File: src/rtl/uart_tx_fifo.sv
// uart_tx_fifo: CPU-side byte FIFO in front of a polled uart transmitter.
// The CPU pushes bytes through the data register (addr=0). The status/control
// register (addr=1) reports {full, ovf, empty, count}. A read of this register
// clears the overflow flag. Writing it with dbw[0]=1 flushes the FIFO.
// A small FSM polls the uart busy bit and forwards one byte per write strobe.
// Each write is followed by a guard interval before the next poll.

module uart_tx_fifo #(
  parameter int unsigned DEPTH = 16,
  parameter int unsigned GUARD = 2
) (
  input  logic       clk,
  input  logic       rst,
  input  logic [7:0] dbw,
  output logic [7:0] dbr,
  input  logic       addr,
  input  logic       cs,
  input  logic       we,
  output logic [7:0] u_dbw,
  input  logic [7:0] u_dbr,
  output logic       u_addr,
  output logic       u_we
);

  localparam int unsigned AW         = (DEPTH > 1) ? $clog2(DEPTH) : 1;
  localparam logic [4:0]  FULL_CNT   = 5'(DEPTH);
  localparam logic [3:0]  GUARD_LAST = 4'(GUARD - 1);

  if (DEPTH < 2 || DEPTH > 16 || (DEPTH & (DEPTH - 1)) != 0) begin : g_bad_depth
    $error("uart_tx_fifo: DEPTH must be a power of two in 2..16");
  end
  if (GUARD < 1 || GUARD > 15) begin : g_bad_guard
    $error("uart_tx_fifo: GUARD must be in 1..15");
  end

  typedef enum logic [1:0] {
    S_IDLE,
    S_POLL,
    S_SEND,
    S_GUARD
  } state_t;

  // Storage and FIFO bookkeeping
  logic [7:0]    mem_q [DEPTH];
  logic [AW-1:0] wptr_q, wptr_d;
  logic [AW-1:0] rptr_q, rptr_d;
  logic [4:0]    count_q, count_d;
  logic          ovf_q, ovf_d;

  // Transmit FSM
  state_t        state_q, state_d;
  logic [3:0]    gcnt_q, gcnt_d;
  logic          u_we_q, u_we_d;
  logic          u_addr_q, u_addr_d;

  // Decoded CPU accesses and FIFO events
  logic push, flush, ovf_clr;
  logic empty, full;
  logic pop, push_ok, drop;

  // Only the busy bit of the uart status is meaningful here
  logic unused_u_dbr;
  assign unused_u_dbr = ^u_dbr[6:0];

  // Decode the CPU access and derive this cycle's push/pop/drop events
  always_comb begin
    push    = cs & we & ~addr;
    flush   = cs & we & addr & dbw[0];
    ovf_clr = cs & ~we & addr;
    empty   = (count_q == '0);
    full    = (count_q == FULL_CNT);
    // A flush discards the pop that SEND would otherwise perform
    pop     = (state_q == S_SEND) & ~empty & ~flush;
    // A push into a full FIFO still fits when the head leaves at the same edge
    push_ok = push & (~full | pop);
    drop    = push & full & ~pop;
  end

  // Next pointers, occupancy and sticky overflow
  always_comb begin
    wptr_d  = wptr_q;
    rptr_d  = rptr_q;
    count_d = count_q;
    ovf_d   = ovf_q;
    if (flush) begin
      wptr_d  = '0;
      rptr_d  = '0;
      count_d = '0;
    end else begin
      if (push_ok) begin
        wptr_d = wptr_q + AW'(1);
      end
      if (pop) begin
        rptr_d = rptr_q + AW'(1);
      end
      if (push_ok && !pop) begin
        count_d = count_q + 5'd1;
      end else if (pop && !push_ok) begin
        count_d = count_q - 5'd1;
      end
    end
    // A drop in the same cycle as a status read keeps the flag set
    if (drop) begin
      ovf_d = 1'b1;
    end else if (ovf_clr) begin
      ovf_d = 1'b0;
    end
  end

  // Byte storage; contents need no reset because the pointers define validity
  always_ff @(posedge clk) begin
    if (push_ok && !rst) begin
      mem_q[wptr_q] <= dbw;
    end
  end

  // FIFO control registers
  always_ff @(posedge clk) begin
    if (rst) begin
      wptr_q  <= '0;
      rptr_q  <= '0;
      count_q <= '0;
      ovf_q   <= 1'b0;
    end else begin
      wptr_q  <= wptr_d;
      rptr_q  <= rptr_d;
      count_q <= count_d;
      ovf_q   <= ovf_d;
    end
  end

  // Next state of the poll/send/guard sequencer and its registered strobes
  always_comb begin
    state_d = state_q;
    gcnt_d  = gcnt_q;
    case (state_q)
      S_IDLE: begin
        if (!empty) begin
          state_d = S_POLL;
        end
      end
      S_POLL: begin
        // A flush in this cycle leaves nothing to send
        if (empty || flush) begin
          state_d = S_IDLE;
        end else if (!u_dbr[7]) begin
          state_d = S_SEND;
        end
      end
      S_SEND: begin
        state_d = S_GUARD;
        gcnt_d  = GUARD_LAST;
      end
      S_GUARD: begin
        if (gcnt_q == '0) begin
          state_d = S_IDLE;
        end else begin
          gcnt_d = gcnt_q - 4'd1;
        end
      end
      default: begin
        state_d = S_IDLE;
      end
    endcase
    u_we_d   = (state_d == S_SEND);
    u_addr_d = (state_d == S_POLL);
  end

  // Sequencer registers; strobes are registered alongside the state
  always_ff @(posedge clk) begin
    if (rst) begin
      state_q  <= S_IDLE;
      gcnt_q   <= '0;
      u_we_q   <= 1'b0;
      u_addr_q <= 1'b0;
    end else begin
      state_q  <= state_d;
      gcnt_q   <= gcnt_d;
      u_we_q   <= u_we_d;
      u_addr_q <= u_addr_d;
    end
  end

  // Output drive; strobes are forced low while reset is held
  always_comb begin
    u_we   = u_we_q & ~rst;
    u_addr = u_addr_q & ~rst;
    u_dbw  = mem_q[rptr_q];
    dbr    = addr ? {full, ovf_q, empty, count_q} : 8'h00;
  end

endmodule

File: config.mk
export PLATFORM = sky130hd
export DESIGN_NAME = uart_tx_fifo
export DESIGN_NICKNAME = d
export VERILOG_FILES = /design/src/rtl/uart_tx_fifo.sv
export SDC_FILE = /design/constraint.sdc
export NUM_CORES = 1
export LEC_CHECK = 0
export CAP_MARGIN = 30
export CORE_ASPECT_RATIO = 2
export CORE_MARGIN = 5
export CORE_UTILIZATION = 53
export DETAILED_ROUTE_END_ITERATION = 10
export PLACE_DENSITY = 0.85
export SYNTH_ARGS = -nofsm -noshare
export SYNTH_HDL_FRONTEND = slang
export SYNTH_SLANG_ARGS = --single-unit
File: constraint.sdc
create_clock -name clk -period 2.6 [get_ports clk]
set_input_delay 0.52 -clock clk [delete_from_list [all_inputs] [get_ports clk]]
set_output_delay 0.52 -clock clk [all_outputs]
set_load 0.02 [all_outputs]
==> results.md <==
- The run finished, with violations left.
- The checks that failed: negative setup slack.
- The total number of nets in the final design is 498.
- The instance count along the most critical hold path is 2.
- The number of different library cells used by synthesis comes to 46.
- The number of clock buffers inserted by TritonCTS is 17.
- The final worst-path setup slack is -12.9 ps.
- The worst reg-to-reg path cell count is 9.
- The post-synthesis compound-gate area fraction came to 0.0553.
- The first global-routing pass estimated 20.9 mm of wire.
- The async set-reset flop share out of synthesis is 0.
- Counting every sink on the clock net gives 154.
- The source-to-sink clock delay at the later pin of the worst-skew pair is 420 ps.
- Once layout is complete, the cells apart from fillers number 623.
- For this run, design rule violations remaining after detail routing come to 0.
- Using the TritonRoute via totals, the vias-per-cell ratio works out to 5.89.
- The count of pins on the block boundary is 39.
- The share of the cycle needed by the critical path after routing is 1.00.
- By area the synthesized netlist is led by edfxtp_1 (62%), mux4_2 (12%), dfxtp_1 (8.3%).
- The average wire length per cell after detail routing is 21.8 µm.
- After legalization and detailed placement, the total HPWL measured 8.82 mm.
- The share of synthesized area in the top cell type comes to 0.616.
- The smallest clock period supported by the final layout is computed as 2610 ps.
- The via count of the first global-routing pass is 3905.
- In the synthesized netlist the dominant register cell turns out to be edfxtp_1.
- STA puts the critical path data arrival time at 2920 ps.
- Setup repair after global routing could not meet its margin everywhere.
- The detailed router finished its first iteration with 388 violations.
- The final number of setup-violating endpoints is 1.
- The x dimension of the die is 86.7 µm.
- The synthesized instance count is 373.
- The path class of the tightest hold or removal check is reg2reg.
- The kind of launch point of the worst setup path is a flip-flop.
- VDD sags by at most 0.421 mV.
- The total count of max-transition violations in the final report is 0.
- Clock skew on the completed layout was measured at 10.7 ps.
- The critical path capture point type is a flip-flop.
- The count of buffers inserted at the top-level ports is 31.
- Dividing total power by cell area gives a power density of 694 nW/µm².
- The overall die area is 14200 µm².
- Of the total synthesized cell area, the portion taken by XOR and XNOR cells is 0.00982.
- The maximum achievable frequency is 383 MHz.
- The synthesis-stage register bit count is 154.
- The total area of multi-input combinational cells is 1870 µm².
- The total core area is 11600 µm².
- The initial antenna violation count is 0.
- The maximum fanout along the worst path is 4.
- The via total after detailed routing is 3669.
- The final cell area excluding filler cells is 7820 µm².
- The library cell with the largest summed area after synthesis is edfxtp_1.
- The post-synthesis instance area is 6240 µm².
- The vertical extent of the die is 163 µm.
- STA puts the critical path data required time at 2900 ps.
- Measured against its own limit, the worst slew margin works out to 0.605.
- The tree is rooted in a clkbuf_16.
- The clock slew at the register clock pins of the worst setup and hold paths is 60 ps.
- The depth of the CTS H-tree is 4.
- After synthesis, the largest family of logic cells by area is multiplexers.
- The maximum number of pins on one net before global-route repair is 33.
- Of the total synthesized cell area, the portion taken by full adders, half adders and majority gates is 0.0253.
- The accumulated negative setup slack is -12.9 ps.
- Summed over all layers, the routed wires come to 13.6 mm.
- The total routing resource utilization after global routing is 0.204.
- The static leakage power is 2.65 nW.
- The total inserted antenna cells is 0.
- The number of nets in the synthesized netlist is 406.
- The number of detailed-route iterations in the first pass is 5.
- The critical path class is reg2reg.
- The global-route congestion overflow total is 0.
- The slew of the pin with the lowest slew margin is 591 ps.
- The congestion estimate from routability-driven global placement came to 0.827.
- The cell count after placement is 583.
- The number of hold violations in the final report is 0.
- The layout overhead on the synthesized area is 25.3%.
- The placed instances occupy a cell area of 7090 µm².
- The longest clock path from root to sink contains 2 buffers.
- Of the total synthesized cell area, the portion taken by AND, OR, NAND and NOR gates is 0.0733.
- The fraction of layout cells with a size suffix above 1 is 0.331.
- Dividing the synthesized area by the synthesized cell count gives 16.7 µm².
- Counting the fill cells in the layout gives 770.
- The fraction of the yosys area taken by sequential cells is 0.699.
- The portion of synthesized area spent on multiplexers is 0.120.
- The clock tree from TritonCTS is built.
- The count of antenna-violating nets left after detailed routing is 0.
- The design draws 5.42 mW.
- The number of standard-cell rows in the floorplan is 56.
- In this run, synthesis inferred 128 flip-flops with an integrated enable.
- The max-capacitance violation count is 0.
- The Yosys step of the flow raised 0 warnings.
- The initial utilization of the core area, before any placement, comes to 0.537.
- The register cell area after layout is 4370 µm².
-- synthesized netlist by cell type, drive strengths merged, types with 6 or more instances --
library cell,instances
mux4,32
a21oi,13
inv,12
dfxtp,26
clkbuf,10
edfxtp,128
a22oi,16
and2,7
nand2,18
xor2,6
nor2,37
ha,11
-- critical path, stage by stage (launching register included) --
cell and delay (ps):
dfxtp_2 320, or4_4 580, o31ai_4 220, inv_2 80
ha_4 180, fa_2 350, nand3b_1 210, a211oi_2 200
a31oi_1 70, mux2_2 280
-- area by class of cell --
type,count,area share
clock buffers,18,0.0549
well taps,145,0.0232
multi-input cells,192,0.239
flip-flops and latches,154,0.559
repair buffers,88,0.0976
inverters,12,0.00608
clock inverters,14,0.0203
-- metal layers --
metal / share of wire / GRT usage / routed length, µm / up-vias
met5: 0 / 0 / 0 / -
met4: 0.029 / 0.0972 / 393 / 0
met3: 0.041 / 0.0429 / 559 / 30
met2: 0.60 / 0.388 / 8110 / 134
met1: 0.33 / 0.204 / 4500 / 1865
li1: - / - / - / 1640
-- state kept, by name, indices dropped and copies added (netlist names), 2 cells and up, named ones only --
name and flops:
count_q 5, gcnt_q 4, wptr_q 4, rptr_q 4, mem_q 128, state_q 2
-- where the power goes --
group | total, mW | switching, mW | leakage (nW) | internal (mW)
logic | 0.315 | 0.169 | 1.01 | 0.146
clock network | 2.41 | 0.981 | 0.271 | 1.43
registers | 2.70 | 0.0111 | 1.36 | 2.69
total | 5.42 | 1.16 | 2.65 | 4.26
-- placed cells by master, fill, tap and decap left out, drive strengths merged, types with 2 or more instances in the layout --
cell,instances
nand2,18
clkinvlp,5
inv,18
nand4,3
mux2i,2
nand3b,2
a21oi,13
nand3,3
and3,2
nand2b,2
bufinv,2
nor2b,5
and2,7
dlygate4sd2,2
clkdlybuf4s50,21
nor3,2
clkbuf,19
a22oi,16
a211oi,2
o211ai,2
mux4,32
ha,11
nor3b,3
nor2,37
or3,5
buf,64
dfxtp,26
o21ai,5
xor2,6
edfxtp,128
-- path summary, 6_finish.rpt --
path                             endpoint  slack [ps]               startpoint
setup / recovery  count_q[4]$_SDFFE_PP0P_         -10  count_q[3]$_SDFFE_PP0P_
hold / removal         ovf_q$_SDFFE_PP0P_         490       ovf_q$_SDFFE_PP0P_
setup reg to reg  count_q[4]$_SDFFE_PP0P_         -10  count_q[3]$_SDFFE_PP0P_
hold reg to reg        ovf_q$_SDFFE_PP0P_         490       ovf_q$_SDFFE_PP0P_
-- metrics by stage --
step	hold slack [ps]	setup WS, ps	util
3_5_place_dp	478	-290	0.609
4_1_cts	487	-54.3	0.666
3_3_place_gp	460	-197	0.609
5_1_grt	509	-80.0	0.672
6_report	487	-12.9	0.672
2_1_floorplan	445	-85.9	-
-- kinds of logic (layout without fill, tap and decap cells) --
family                     after synthesis  in the layout
AOI/OAI and AO/OA                       45             45
xor gates and xnor gates                 7              7
adders and majority gates               12             12
buffers and inverters                   27            132
DFF                                    154            154
muxes                                   35             35
and+or+nand+nor                         93             93
-- repair_timing --
item	4_1_cts	5_1_grt
cloned	0	1
pin swaps	7	5
endpoints found under the setup margin	11	7
setup buffers	2	5
hold buffers	0	0
resized for setup	42	15
No activity file was read; power rests on OpenSTA's default activity.
